File: src/rtl/alu_if.sv
// Execute-stage ALU bus: operands and op select in, combinational result plus
// registered result and status flags out.
interface alu_if #(
   parameter int WIDTH = 32
);
   logic [WIDTH-1:0] a;
   logic [WIDTH-1:0] b;
   logic [3:0]       alu_op;
   logic             in_valid;
   logic [WIDTH-1:0] result;
   logic [WIDTH-1:0] result_q;
   logic             valid_q;
   logic             zero_q;
   logic             neg_q;
   logic             ovf_q;

   modport master (
      output a, b, alu_op, in_valid,
      input  result, result_q, valid_q, zero_q, neg_q, ovf_q
   );

   modport slave (
      input  a, b, alu_op, in_valid,
      output result, result_q, valid_q, zero_q, neg_q, ovf_q
   );
endinterface

File: src/rtl/alu.sv
// RV32I integer ALU: zero-latency combinational result for single-cycle use and
// a one-cycle registered copy with zero/negative/overflow flags for pipelines.
module alu #(
   parameter int WIDTH = 32
) (
   input logic   clk,
   input logic   rst,
   alu_if.slave  bus
);

   localparam int SW  = $clog2(WIDTH);
   localparam int MSB = WIDTH - 1;

   localparam logic [3:0] OP_ADD  = 4'b0000;
   localparam logic [3:0] OP_SUB  = 4'b1000;
   localparam logic [3:0] OP_SLL  = 4'b0001;
   localparam logic [3:0] OP_SLT  = 4'b0010;
   localparam logic [3:0] OP_SLTU = 4'b0011;
   localparam logic [3:0] OP_XOR  = 4'b0100;
   localparam logic [3:0] OP_SRL  = 4'b0101;
   localparam logic [3:0] OP_SRA  = 4'b1101;
   localparam logic [3:0] OP_OR   = 4'b0110;
   localparam logic [3:0] OP_AND  = 4'b0111;

   logic [WIDTH-1:0] sum;
   logic [WIDTH-1:0] diff;
   logic [SW-1:0]    shamt;
   logic [WIDTH-1:0] res;
   logic             ovf;
   logic             lts;
   logic             ltu;

   // Shared adder/subtractor and compare terms feeding the result mux
   assign sum   = bus.a + bus.b;
   assign diff  = bus.a - bus.b;
   assign shamt = bus.b[SW-1:0];
   assign lts   = $signed(bus.a) < $signed(bus.b);
   assign ltu   = bus.a < bus.b;

   // Result mux; unused op codes yield zero with no overflow
   always_comb begin
      res = '0;
      ovf = 1'b0;
      case (bus.alu_op)
         OP_ADD: begin
            res = sum;
            ovf = (bus.a[MSB] == bus.b[MSB]) && (sum[MSB] != bus.a[MSB]);
         end
         OP_SUB: begin
            res = diff;
            ovf = (bus.a[MSB] != bus.b[MSB]) && (diff[MSB] != bus.a[MSB]);
         end
         OP_SLL:  res = bus.a << shamt;
         OP_SLT:  res = {{(WIDTH-1){1'b0}}, lts};
         OP_SLTU: res = {{(WIDTH-1){1'b0}}, ltu};
         OP_XOR:  res = bus.a ^ bus.b;
         OP_SRL:  res = bus.a >> shamt;
         OP_SRA:  res = $unsigned($signed(bus.a) >>> shamt);
         OP_OR:   res = bus.a | bus.b;
         OP_AND:  res = bus.a & bus.b;
         default: begin
            res = '0;
            ovf = 1'b0;
         end
      endcase
   end

   assign bus.result = res;

   // Registered copy; reset state reports zero so zero_q agrees with result_q
   always_ff @(posedge clk or posedge rst) begin
      if (rst) begin
         bus.result_q <= '0;
         bus.valid_q  <= 1'b0;
         bus.zero_q   <= 1'b1;
         bus.neg_q    <= 1'b0;
         bus.ovf_q    <= 1'b0;
      end else begin
         bus.valid_q <= bus.in_valid;
         if (bus.in_valid) begin
            bus.result_q <= res;
            bus.zero_q   <= (res == '0);
            bus.neg_q    <= res[MSB];
            bus.ovf_q    <= ovf;
         end
      end
   end

endmodule

File: src/flat_wrapper.sv
// flat-port wrapper written by rule: the top's interface ports become plain ports
module alu_flat 
#(
   parameter int WIDTH = 32
)
  (clk, rst, bus_a, bus_b, bus_alu_op, bus_in_valid, bus_result, bus_result_q, bus_valid_q, bus_zero_q, bus_neg_q, bus_ovf_q);
  alu_if #(.WIDTH(WIDTH)) bus_i ();
  input logic clk;
  input logic rst;
  input wire logic [$bits(bus_i.a)-1:0] bus_a;
  input wire logic [$bits(bus_i.b)-1:0] bus_b;
  input wire logic [$bits(bus_i.alu_op)-1:0] bus_alu_op;
  input wire logic [$bits(bus_i.in_valid)-1:0] bus_in_valid;
  output wire logic [$bits(bus_i.result)-1:0] bus_result;
  output wire logic [$bits(bus_i.result_q)-1:0] bus_result_q;
  output wire logic [$bits(bus_i.valid_q)-1:0] bus_valid_q;
  output wire logic [$bits(bus_i.zero_q)-1:0] bus_zero_q;
  output wire logic [$bits(bus_i.neg_q)-1:0] bus_neg_q;
  output wire logic [$bits(bus_i.ovf_q)-1:0] bus_ovf_q;
  assign bus_i.a = bus_a;
  assign bus_i.b = bus_b;
  assign bus_i.alu_op = bus_alu_op;
  assign bus_i.in_valid = bus_in_valid;
  assign bus_result = bus_i.result;
  assign bus_result_q = bus_i.result_q;
  assign bus_valid_q = bus_i.valid_q;
  assign bus_zero_q = bus_i.zero_q;
  assign bus_neg_q = bus_i.neg_q;
  assign bus_ovf_q = bus_i.ovf_q;
  alu #(.WIDTH(WIDTH)) u_core (.clk(clk), .rst(rst), .bus(bus_i));
endmodule
File: config.mk
export PLATFORM = sky130hd
export DESIGN_NAME = alu_flat
export DESIGN_NICKNAME = d
export VERILOG_FILES = /design/src/rtl/alu_if.sv /design/src/rtl/alu.sv /design/src/flat_wrapper.sv
export SDC_FILE = /design/constraint.sdc
export NUM_CORES = 1
export LEC_CHECK = 0
export ABC_AREA = 1
export CORE_MARGIN = 5
export CORE_UTILIZATION = 42
export CTS_BUF_LIST = sky130_fd_sc_hd__clkbuf_8
export DETAILED_ROUTE_END_ITERATION = 8
export GPL_TIMING_DRIVEN = 0
export PLACE_DENSITY = 0.73
export SYNTH_ARGS = -nofsm -noshare
export SYNTH_HDL_FRONTEND = slang
export SYNTH_SLANG_ARGS = --single-unit
File: constraint.sdc
create_clock -name clk -period 7.7 [get_ports clk]
set_input_delay 1.54 -clock clk [delete_from_list [all_inputs] [get_ports clk]]
set_output_delay 1.54 -clock clk [all_outputs]
set_load 0.02 [all_outputs]
==> flow_summary.toml, run 1 <==
[outcome]
outcome = "complete, no violations"

[setup_path]
worstPathArrival_ns = 5.83
criticalPathCategory = "input pin to output port"
crit_required_ns = 6.16
startpoint_type = "input pin"
crit_path_max_fanout = 11
critPathCaptureType = "output port"

[place]
pre_cts_ws_ns = 0.241
gp_congestion = 1.09
io_buffers = 138
dp_hpwl_mm = 53.8

[drt]
vias = 16500
dr.pass1.iters = 6
routed_via_density = 5.76
antenna_left = 0
drtIter0Drc = 2010
drc_errors = 0
routedWlPerCell_um = 22.3
drt_wl_total_mm = 63.9

[logic_synthesis]
synth-seq-cells = 35
synth_cells = 2343
synthFlopType = "dfrtp_1"
ys_warn_count = 0
syn_area_um2 = 11900
yosysSeqAreaShare = 0.0736
async_flop_share = 1.00
ys_types = 47
avgSynthCellArea_um2 = 5.08
synth_fp_nets = 2514
synth-edff-count = 0

[sta]
fmax_mhz = 136
hold_viol = 0
relSlewSlack = 0.389
fin_crit_sh = 0.957
rsz0062_at_grt = "false"
setup_viol = 0
min_period_ns = 7.37
worst_pin_slew_ns = 0.916
final_max_slew_viol_count = 0
finalWorstSetupSlack_ns = 0.330
skew_ns = 0
tns_ns = 0

[cells_and_area]
diodes = 0
num-nets-final = 2658
fillers = 3133
syn_to_final_growth_pct = 16.4
drive_gt1_frac = 0.0703

[floorplan]
initial_utilization = 0.428
die-area_um2 = 31800
std_cell_rows = 61
io_pins = 139
dieWidth_um = 178
die_height_um = 178
core_um2 = 27900

[clocking]
htree_levels = 2
cts_hold_buf = 0
cts_inserted_buffers = 5
clk_path_buf_depth = 2
cts.sinks = 35
root_buffer = "clkbuf_8"
cts_tree = "built"
clk_pin_slew_ns = 0.08
clk_latency_ns = 0.30

[global_routing]
grt.overflow.total = 0
track_usage = 0.392
antenna_found_initial = 0
grt_max_degree = 36
grt_pass1_wl_mm = 93.8
grt_pass1_vias = 15500

[power_and_ir_drop]
p_per_area_nw_per_um2 = 101
leakagePower_nw = 7.91
peakVddDrop_uv = 72.9
power_w = 0.00140

[run]
cap_violations = 0

[min_path]
hp-class = "flip-flop to flip-flop"
state kept, by name, indices dropped and copies added (netlist names):
| name | count |
|---|---|
| u_core.bus.result_q | 31 |
| u_core.bus.neg_q | 1 |
| u_core.bus.ovf_q | 1 |
| u_core.bus.valid_q | 1 |
| u_core.bus.zero_q | 1 |
per-stage QoR:
step	instance area, um2	hold slack [ns]	cells	util
3_3_place_gp	13800	0.455	2859	0.494
3_5_place_dp	13800	0.465	2859	0.494
4_1_cts	13900	0.475	2867	0.498
6_report	13900	0.476	2866	0.498
2_1_floorplan	11900	0.501	2343	-
5_1_grt	13900	0.493	2866	0.498
cell usage after synthesis, types with 20 or more instances:
master	instances	area, um2
dfrtp_1	34	851
nand3_1	393	1970
ha_1	98	1230
nand2_2	35	219
inv_1	334	1250
nand2_1	827	3100
nor2_2	26	163
nand4_1	20	125
buf_2	54	270
a21oi_1	74	370
o21ai_0	66	330
nor2_1	190	713
logic make-up (layout without fill, tap and decap cells):
group,Yosys count,count (layout),share of synthesized area
and+or+nand+nor,1541,1541,0.557
buffers and inverters,448,593,0.157
adders and majority gates,100,100,0.106
DFF,35,35,0.0736
AOI/OAI and AO/OA,217,217,0.105
xor gates and xnor gates,2,2,0.00147
layer usage:
metal / vias to the layer above / track usage / share of wire
met4: 0 / 0.203 / 0.067
met5: - / 0 / 0
met2: 992 / 0.645 / 0.45
met3: 210 / 0.0719 / 0.096
li1: 7714 / - / -
met1: 7591 / 0.487 / 0.38
worst max-delay path, stage by stage:
cell and delay, ns:
clkdlybuf4s50_1 0.65, inv_2 0.27, buf_2 0.31, buf_2 0.32
ha_1 0.27, buf_2 0.18, nor2_1 0.13, nand2_1 0.07
nand3_1 0.20, nand2_1 0.11, nand2_1 0.23, nand2_1 0.08
nand3_1 0.08, nand4_1 0.29, nor2_1 0.47, inv_1 0.08
clkdlybuf4s50_1 0.55
cell type report:
cell class                 count  area (um2)  area share
inverter                     349        1310      0.0945
multi-input combinational   1860        9160       0.661
sequential                    35         877      0.0633
clock buffer                   7        96.3     0.00695
timing repair buffer         138        1380      0.0997
tap                          378         473      0.0341
clock inverter                 1        3.75    0.000271
buffer                        98         559      0.0404
path summary, 6_finish.rpt:
check                                        from                       to  slack, ns  cells after the start
worst min register to register  u_core.bus.zero_q        u_core.bus.zero_q       0.48                      2
min in group asynchronous                     rst  u_core.bus.result_q[16]       1.68                      2
worst max-delay path                     bus_b[3]            bus_result[8]       0.33                     17
worst min-delay path            u_core.bus.zero_q        u_core.bus.zero_q       0.48                      2
max in group asynchronous                     rst   u_core.bus.result_q[1]       5.54                      2
worst max register to register  u_core.bus.zero_q        u_core.bus.zero_q       6.97                      2
layout by cell type (no fill, tap or decap), types with 13 or more instances in the layout:
cell / instances
o211ai_1: 13
inv_2: 15
inv_1: 334
a21oi_1: 74
nand4_1: 20
nor3_1: 18
nor2_1: 190
o21ai_0: 66
nand3_1: 393
dfrtp_1: 34
nand2_1: 827
nand2_2: 35
o22ai_1: 16
ha_1: 98
buf_4: 13
clkbuf_1: 14
clkdlybuf4s50_1: 138
nor2_2: 26
buf_2: 54
where the power goes:
| group | total [W] | switching, W | internal, W |
|---|---|---|---|
| clock | 0.000154 | 0.0000733 | 0.0000804 |
| combinational | 0.00103 | 0.000701 | 0.000327 |
| sequential | 0.000219 | 0.0000128 | 0.000206 |
| total | 0.00140 | 0.000787 | 0.000613 |
repair_timing:
action                     in CTS  in global routing
buffers inserted                0                  0
setup endpoints to repair       0                  1
gates resized for setup         0                  0
(Power assumes the default switching activity.)
==> run 2: changes to the inputs <==
==> constraint.sdc (replaced) <==
create_clock -name clk -period 7.7 [get_ports clk]
set_input_delay 1.155 -clock clk [delete_from_list [all_inputs] [get_ports clk]]
set_output_delay 1.155 -clock clk [all_outputs]
set_load 0.02 [all_outputs]
==> run 2 against run 1 <==
Net effect: critical path depth unchanged; first-iteration DRC count decreased by 7.6%; count of clock-buffer cells in the layout unchanged; final cell count about the same; worst setup slack improved by 0.53 ns; largest power group unchanged.
==> flow_summary.toml, run 2 (same netlist as run 1, synthesis figures left out) <==
[outcome]
outcome = "complete, no violations"

[sta]
fmax_mhz = 146
rsz0062_at_grt = "false"
skew_ns = 0
relSlewSlack = 0.379
final_max_slew_viol_count = 0
min_period_ns = 6.84
fin_crit_sh = 0.888
worst_pin_slew_ns = 0.932
hold_viol = 0
setup_viol = 0
tns_ns = 0
finalWorstSetupSlack_ns = 0.860

[global_routing]
antenna_found_initial = 0
grt.overflow.total = 0
grt_pass1_wl_mm = 93.8
grt_max_degree = 36
track_usage = 0.392
grt_pass1_vias = 15500

[cells_and_area]
syn_to_final_growth_pct = 16.4
final_cell_mix = "nand2_1, nand3_1, inv_1"
final_common_cell = "nand2_1"
num-nets-final = 2659
fillers = 3134
drive_gt1_frac = 0.0703
largest_register_ffs = 31
max_flop_register = "u_core.bus.result_q"
diodes = 0

[drt]
routed_via_density = 5.74
dr.pass1.iters = 7
antenna_left = 0
drt_wl_total_mm = 64.2
vias = 16500
drc_errors = 0
drtIter0Drc = 1858
routedWlPerCell_um = 22.4

[setup_path]
path_buf_inv = 8
cp.depth = 17
reg2reg_depth = 2
path_cells = "clkdlybuf4s50_1 -> buf_2 -> inv_1 -> buf_2 -> buf_1 -> ha_1 -> nor2_1 -> nand2_1 -> inv_1 -> nand2_1 -> nand2_1 -> nand2_1 -> nand3_1 -> nand4_1 -> nor2_1 -> inv_1 -> clkdlybuf4s50_1"
criticalPathCategory = "input pin to output port"
startpoint_type = "input pin"
crit_top_cell = "nand2_1"
crit_family = "buffers and inverters"
worstPathArrival_ns = 5.69
crit_required_ns = 6.55
crit_path_max_fanout = 11
critPathCaptureType = "output port"
cp_slowest_stage_delay_ns = 0.60
slowest_stage = "buf_1"

[power_and_ir_drop]
leakagePower_nw = 7.91
p_per_area_nw_per_um2 = 101
peakVddDrop_uv = 72.7

[run]
cap_violations = 0

[floorplan]
io_pins = 139
std_cell_rows = 61
initial_utilization = 0.428
core_um2 = 27900
dieWidth_um = 178
die_height_um = 178
die-area_um2 = 31800

[clocking]
root_buffer = "clkbuf_8"
htree_levels = 2
cts_hold_buf = 0
clk_latency_ns = 0.31
post_cts_buffers = 0
cts.sinks = 35
clk_pin_slew_ns = 0.08
cts_inserted_buffers = 5
cts_tree = "built"
clk_path_buf_depth = 2
ctsResizeCount = 0

[place]
dp_hpwl_mm = 53.8
io_buffers = 138
pre_cts_ws_ns = 1.01
gp_congestion = 1.09

[min_path]
hp-class = "flip-flop to flip-flop"
min_path_cells = 2
[run 2: cell types whose count changed in the layout (fill, tap and decap cells not counted), sizes merged]
cell  previous run  this run
buf             84        85
[run 2: worst paths after layout]
path | start | endpoint | slack (ns)
max | bus_b[4] | bus_result[8] | 0.86
min reg2reg | u_core.bus.zero_q | u_core.bus.zero_q | 0.48
min in group asynchronous | rst | u_core.bus.result_q[16] | 1.29
max reg2reg | u_core.bus.zero_q | u_core.bus.zero_q | 6.97
min | u_core.bus.zero_q | u_core.bus.zero_q | 0.48
max in group asynchronous | rst | u_core.bus.result_q[3] | 5.92
[run 2: area by class of cell]
type / count / area, um2 / share of cell area
Buffer: 99 / 563 / 0.0406
Clock buffer: 7 / 96.3 / 0.00695
Clock inverter: 1 / 3.75 / 0.000271
Inverter: 349 / 1310 / 0.0945
Multi-Input combinational cell: 1860 / 9160 / 0.661
Sequential cell: 35 / 877 / 0.0633
Tap cell: 378 / 473 / 0.0341
Timing Repair Buffer: 138 / 1380 / 0.0996
[run 2: through the flow]
stage	area (um2)	power, W	utilization	hold WS, ns	cells
finish	13900	0.00140	0.498	0.477	2867
global route	13900	0.00149	0.498	0.493	2867
CTS	13900	0.00137	0.498	0.475	2867
detailed placement	13800	0.00121	0.494	0.465	2859
global placement	13800	0.00121	0.494	0.455	2859
floorplan	11900	0.000816	-	0.501	2343
[run 2: power breakdown]
group	total (W)	switching [W]	internal [W]
clock	0.000154	0.0000738	0.0000804
sequential	0.000219	0.0000129	0.000206
combinational	0.00103	0.000702	0.000327
total	0.00140	0.000788	0.000613
[run 2: tightest hold or removal path: cells and delay by family, from the launching register on]
kind	cells	cell delay (ns)
simple gates	2	0.11
flops	1	0.38
[run 2: metal layers]
layer / GRT usage / wire length (um) / vias to the layer above
li1: - / - / 7726
met1: 0.487 / 24900 / 7574
met2: 0.645 / 29200 / 973
met3: 0.0719 / 5880 / 196
met4: 0.203 / 4120 / 0
met5: 0 / 0 / -
==> run 3: changes to the inputs <==
CTS_CLUSTER_SIZE = 20   (was not set)
==> results of run 3 <==
Final layout, timing and power as in run 2 (identical DEF).
